--- src/rtl/led7_frame_decoder.sv ---
// led7_frame_decoder: turns a stream of seven-segment bytes (one per digit,
// digit 0 first) back into a packed hex frame with per-digit DP and
// bad-glyph masks, and holds each completed frame on a valid/ready output.
//
// state   | meaning
// COLLECT | accepting bytes into the accumulator, seg_ready_o high
// HOLD    | completed frame presented, waiting for out_ready_i
module led7_frame_decoder #(
    parameter int DIGITS = 8
) (
    input  logic                  clk_i,
    input  logic                  rst_i,
    input  logic [7:0]            seg_data_i,
    input  logic                  seg_first_i,
    input  logic                  seg_valid_i,
    output logic                  seg_ready_o,
    output logic [4*DIGITS-1:0]   hex_value_o,
    output logic [DIGITS-1:0]     dp_mask_o,
    output logic [DIGITS-1:0]     bad_mask_o,
    output logic                  out_valid_o,
    input  logic                  out_ready_i
);

    localparam int CW = (DIGITS > 1) ? $clog2(DIGITS) : 1;
    localparam logic [CW-1:0] LAST = CW'(DIGITS - 1);

    typedef enum logic {COLLECT, HOLD} state_t;

    state_t                state_q, state_d;
    logic [CW-1:0]         cnt_q, cnt_d;
    logic [4*DIGITS-1:0]   acc_hex_q, acc_hex_d;
    logic [DIGITS-1:0]     acc_dp_q, acc_dp_d;
    logic [DIGITS-1:0]     acc_bad_q, acc_bad_d;
    logic [4*DIGITS-1:0]   out_hex_q, out_hex_d;
    logic [DIGITS-1:0]     out_dp_q, out_dp_d;
    logic [DIGITS-1:0]     out_bad_q, out_bad_d;
    logic                  seg_ready_q, seg_ready_d;
    logic                  out_valid_q, out_valid_d;

    logic [CW-1:0]         slot;
    logic [CW-1:0]         pos;
    logic [4:0]            dec;

    // Returns {bad, nibble}; unknown patterns (blank included) give nibble 0.
    function automatic logic [4:0] decode_seg(input logic [6:0] s);
        logic [4:0] r;
        case (s)
            7'h3F: r = 5'h00;
            7'h06: r = 5'h01;
            7'h5B: r = 5'h02;
            7'h4F: r = 5'h03;
            7'h66: r = 5'h04;
            7'h6D: r = 5'h05;
            7'h7D: r = 5'h06;
            7'h07: r = 5'h07;
            7'h7F: r = 5'h08;
            7'h6F: r = 5'h09;
            7'h77: r = 5'h0A;
            7'h7C: r = 5'h0B;
            7'h39: r = 5'h0C;
            7'h5E: r = 5'h0D;
            7'h79: r = 5'h0E;
            7'h71: r = 5'h0F;
            default: r = 5'h10;
        endcase
        return r;
    endfunction

    // Register all state; reset is asynchronous.
    always_ff @(posedge clk_i or posedge rst_i) begin
        if (rst_i) begin
            state_q     <= COLLECT;
            cnt_q       <= '0;
            acc_hex_q   <= '0;
            acc_dp_q    <= '0;
            acc_bad_q   <= '0;
            out_hex_q   <= '0;
            out_dp_q    <= '0;
            out_bad_q   <= '0;
            seg_ready_q <= 1'b0;
            out_valid_q <= 1'b0;
        end else begin
            state_q     <= state_d;
            cnt_q       <= cnt_d;
            acc_hex_q   <= acc_hex_d;
            acc_dp_q    <= acc_dp_d;
            acc_bad_q   <= acc_bad_d;
            out_hex_q   <= out_hex_d;
            out_dp_q    <= out_dp_d;
            out_bad_q   <= out_bad_d;
            seg_ready_q <= seg_ready_d;
            out_valid_q <= out_valid_d;
        end
    end

    // Next-state: decode and store the byte, complete the frame, drain HOLD.
    always_comb begin
        state_d     = state_q;
        cnt_d       = cnt_q;
        acc_hex_d   = acc_hex_q;
        acc_dp_d    = acc_dp_q;
        acc_bad_d   = acc_bad_q;
        out_hex_d   = out_hex_q;
        out_dp_d    = out_dp_q;
        out_bad_d   = out_bad_q;
        seg_ready_d = seg_ready_q;
        out_valid_d = out_valid_q;

        // seg_first restarts the frame at slot 0, abandoning any partial one.
        slot = seg_first_i ? '0 : cnt_q;
        // Digit 0 lives in the most significant position.
        pos  = LAST - slot;
        dec  = decode_seg(seg_data_i[6:0]);

        case (state_q)
            COLLECT: begin
                seg_ready_d = 1'b1;
                if (seg_valid_i && seg_ready_q) begin
                    acc_hex_d[{pos, 2'b00} +: 4] = dec[3:0];
                    acc_dp_d[pos]                = seg_data_i[7];
                    acc_bad_d[pos]               = dec[4];
                    if (slot == LAST) begin
                        out_hex_d   = acc_hex_d;
                        out_dp_d    = acc_dp_d;
                        out_bad_d   = acc_bad_d;
                        out_valid_d = 1'b1;
                        seg_ready_d = 1'b0;
                        cnt_d       = '0;
                        state_d     = HOLD;
                    end else begin
                        cnt_d = slot + CW'(1);
                    end
                end
            end
            HOLD: begin
                if (out_valid_q && out_ready_i) begin
                    out_valid_d = 1'b0;
                    seg_ready_d = 1'b1;
                    state_d     = COLLECT;
                end
            end
            default: state_d = COLLECT;
        endcase
    end

    assign seg_ready_o = seg_ready_q;
    assign out_valid_o = out_valid_q;
    assign hex_value_o = out_hex_q;
    assign dp_mask_o   = out_dp_q;
    assign bad_mask_o  = out_bad_q;

endmodule

--- config.mk ---
export PLATFORM = sky130hd
export DESIGN_NAME = led7_frame_decoder
export DESIGN_NICKNAME = d
export VERILOG_FILES = /design/src/rtl/led7_frame_decoder.sv
export SDC_FILE = /design/constraint.sdc
export NUM_CORES = 1
export LEC_CHECK = 0
export CAP_MARGIN = 5
export CELL_PAD_IN_SITES_DETAIL_PLACEMENT = 0
export CELL_PAD_IN_SITES_GLOBAL_PLACEMENT = 1
export CORE_MARGIN = 2
export CORE_UTILIZATION = 42
export CTS_CLUSTER_DIAMETER = 60
export DETAILED_ROUTE_END_ITERATION = 6
export PLACE_DENSITY_LB_ADDON = 0.15
export SKIP_LAST_GASP = 1
export SLEW_MARGIN = 15
export SYNTH_ARGS = -nofsm -noshare
export SYNTH_HDL_FRONTEND = slang
export SYNTH_SLANG_ARGS = --single-unit
--- constraint.sdc ---
create_clock -name clk_i -period 3.4 [get_ports clk_i]
set_input_delay 0.34 -clock clk_i [delete_from_list [all_inputs] [get_ports clk_i]]
set_output_delay 0.34 -clock clk_i [all_outputs]
set_load 0.01 [all_outputs]
==> flow_summary.ini <==
[die]
die_h_um = 107.8
io_pins = 63
die-area_sq_um = 11630
fp.dieW_um = 107.8
core_region_area_sq_um = 10420
start_util = 0.4346
rows = 37

[timing]
finalHoldViolations = 0
max_freq_mhz = 407.6
worst_pin_slew_ns = 1.065
setup_viol = 0
fin_setup_tns_ns = 0
finalMaxSlewViolations = 0
finalCritPeriodShare = 0.7216
max-slew-margin-rel = 0.2903
whs_ns = 0.4447
rsz0062_at_grt = false
fin_crit_ns = 2.453
worst_clock_skew_ns = 0.01044

[finish]
fin_nets = 548
fin_util = 0.5237
multiInputGateArea_sq_um = 1861
regArea_sq_um = 2502
layout_commonest_cell = nand2_1
area_growth_pct = 20.51
antenna_cells = 0
layout_common_cells = 174 x nand2_1, 100 x dfrtp_1, 62 x clkdlybuf4s50_1
drive_gt1_frac = 0.08037
num-fill-cells = 993

[critical_path]
worstRegToRegCells = 7
crit_required_ns = 3.63
r2r-end = acc_hex_q[0]$_DFFE_PP0P_
r2r-start = cnt_q[0]$_DFFE_PP0P_
path_class = input pin to register
cp.arrival_ns = 2.69
reg2reg_slack_ns = 0.97
startpoint_type = input pin
endpoint_kind = register
crit_path_max_fanout = 9

[detailed_routing]
vias = 3394
dr.pass1.iters = 4
post-route-drc-count = 0
vias_per_cell = 5.058
ant_nets = 0
wire_per_inst_um = 14.78
initialDrtViolationCount = 166
wirelength_um = 9915

[clock_network]
clk_pin_slew_ns = 0.10
clockBufferDepth = 2
cts-resized-gates = 0
post-cts-setup-buffers = 0
clk_latency_ns = 0.36
cts-root-buf = clkbuf_8
cts_htree_levels = 3
cts_tree = done
cts_hold_buf = 0
numCtsBuffers = 9
clock-sinks = 100

[yosys]
syn_avg_cell_area_sq_um = 9.570
synth_top_area_cell = dfrtp_1
syn-cell-area_sq_um = 4527
yosys_warnings = 0
yosysSeqAreaShare = 0.5528
synth_area_leaders = dfrtp_1 55%, nand2_1 14%, o21ai_0 3.9%
netlist_instances = 473
syn-num-nets = 491
async_flop_share = 1.000
synth_cell_types = 47
synth_flop_cell = dfrtp_1
synth_edf_count = 0
netlist.area_leader.share = 0.5528
ys_ff_latch = 100

[power]
p_sw_frac = 0.2702
p_clk_frac = 0.325
power.density_nw_per_um2 = 454.3
ir_worst_vdd_v = 0.0002584
p_comb_frac = 0.134
p_leak_nw = 2.485
power.total_w = 0.002478
netSwitchingPower_w = 0.0006697
p_seq_frac = 0.541
internal-power_w = 0.001809

[grt]
antenna_found_initial = 0
grt_overflow = 0
grt_pass1_vias = 3524
grt_util_all_layers = 0.1846
grt_first_pass_wirelength_um = 17010
grt_max_degree = 61

[placed_design]
gp_congestion = 0.8419
portBuffers = 62
hpwl_um = 7076

[min_path]
hp-class = input pin to asynchronous set/reset pin

[job]
drv_cap = 0

[run_status]
status = finished clean
==> cell families after synthesis <==
family,Yosys count,synth area share
compound gates,63,0.08900
xor+xnor,2,0.003870
fa+ha+maj,5,0.01382
buf+inv,29,0.03676
flops,100,0.5528
mux,23,0.05501
simple gates,251,0.2488
==> registers in the layout, indices dropped and copies added (netlist names) <==
register / flops
acc_bad_q: 7
state_q: 1
hex_value_o: 32
seg_ready_o: 1
out_valid_o: 1
dp_mask_o: 8
acc_dp_q: 7
bad_mask_o: 8
acc_hex_q: 32
cnt_q: 3
==> synth_stat cells (all sizes together), types with 2 or more instances <==
master and instances:
nand2 174, dfrtp 100, o21ai 36, nor2 18
clkbuf 17, mux2 15, nand3 14, o31ai 14
nor3 10, mux2i 8, inv 7, nand3b 6
buf 5, ha 5, nand2b 5, a21oi 4
nand4b 4, or3 4, nor4 3, and2 2
and3 2, nor2b 2, o211ai 2
==> worst max-delay path: stages <==
cell	delay [ns]
clkdlybuf4s50_1	0.53
nor2b_1	0.44
ha_1	0.24
ha_1	0.27
nor3_2	0.38
nand2_1	0.27
nand2_1	0.12
o21ai_0	0.08
==> metal layers <==
layer,up-vias,share of wire,track usage
met5,-,0,0
met4,0,0.015,0.06410
met3,14,0.026,0.02966
met2,57,0.47,0.2898
met1,1622,0.49,0.2600
li1,1701,-,-
==> per-stage QoR <==
| step | setup WS, ns | std cells | area, sq um |
|---|---|---|---|
| 2_1_floorplan | 0.4412 | 473 | 4527 |
| 3_3_place_gp | 0.7194 | 655 | 5240 |
| 3_5_place_dp | 0.5398 | 655 | 5240 |
| 4_1_cts | 0.9429 | 671 | 5455 |
| 5_1_grt | 0.7000 | 671 | 5455 |
| 6_report | 0.9465 | 671 | 5455 |
==> power by group through the flow <==
stage	Combinational, W	Clock (W)	Sequential (W)
floorplan	0.000209	0	0.00136
global placement	0.000331	0	0.00136
detailed placement	0.000337	0	0.00137
CTS	0.000338	0.000830	0.00134
global route	0.000371	0.000871	0.00135
finish	0.000331	0.000807	0.00134
==> area by class of cell <==
cell class                 instances  share of cell area
clock buffer                      10             0.02523
sequential                       100              0.4587
inverter                           7            0.005275
tap                              136             0.03119
multi-input combinational        344              0.3411
timing repair buffer              68              0.1243
clock inverter                     6             0.01422
==> how the worst max path moves through the flow <==
stage / start / to / slack (ns)
after floorplan: rst_i / acc_bad_q[1]$_DFFE_PP0P_ / 0.44
after global placement: seg_first_i / hex_value_o[3]$_DFFE_PP0P_ / 0.72
after detailed placement: seg_first_i / acc_hex_q[0]$_DFFE_PP0P_ / 0.54
after CTS: seg_first_i / acc_hex_q[0]$_DFFE_PP0P_ / 0.94
after global routing: seg_first_i / acc_hex_q[2]$_DFFE_PP0P_ / 0.70
final: seg_first_i / acc_hex_q[0]$_DFFE_PP0P_ / 0.95
Power figures use the tool's default switching activity.
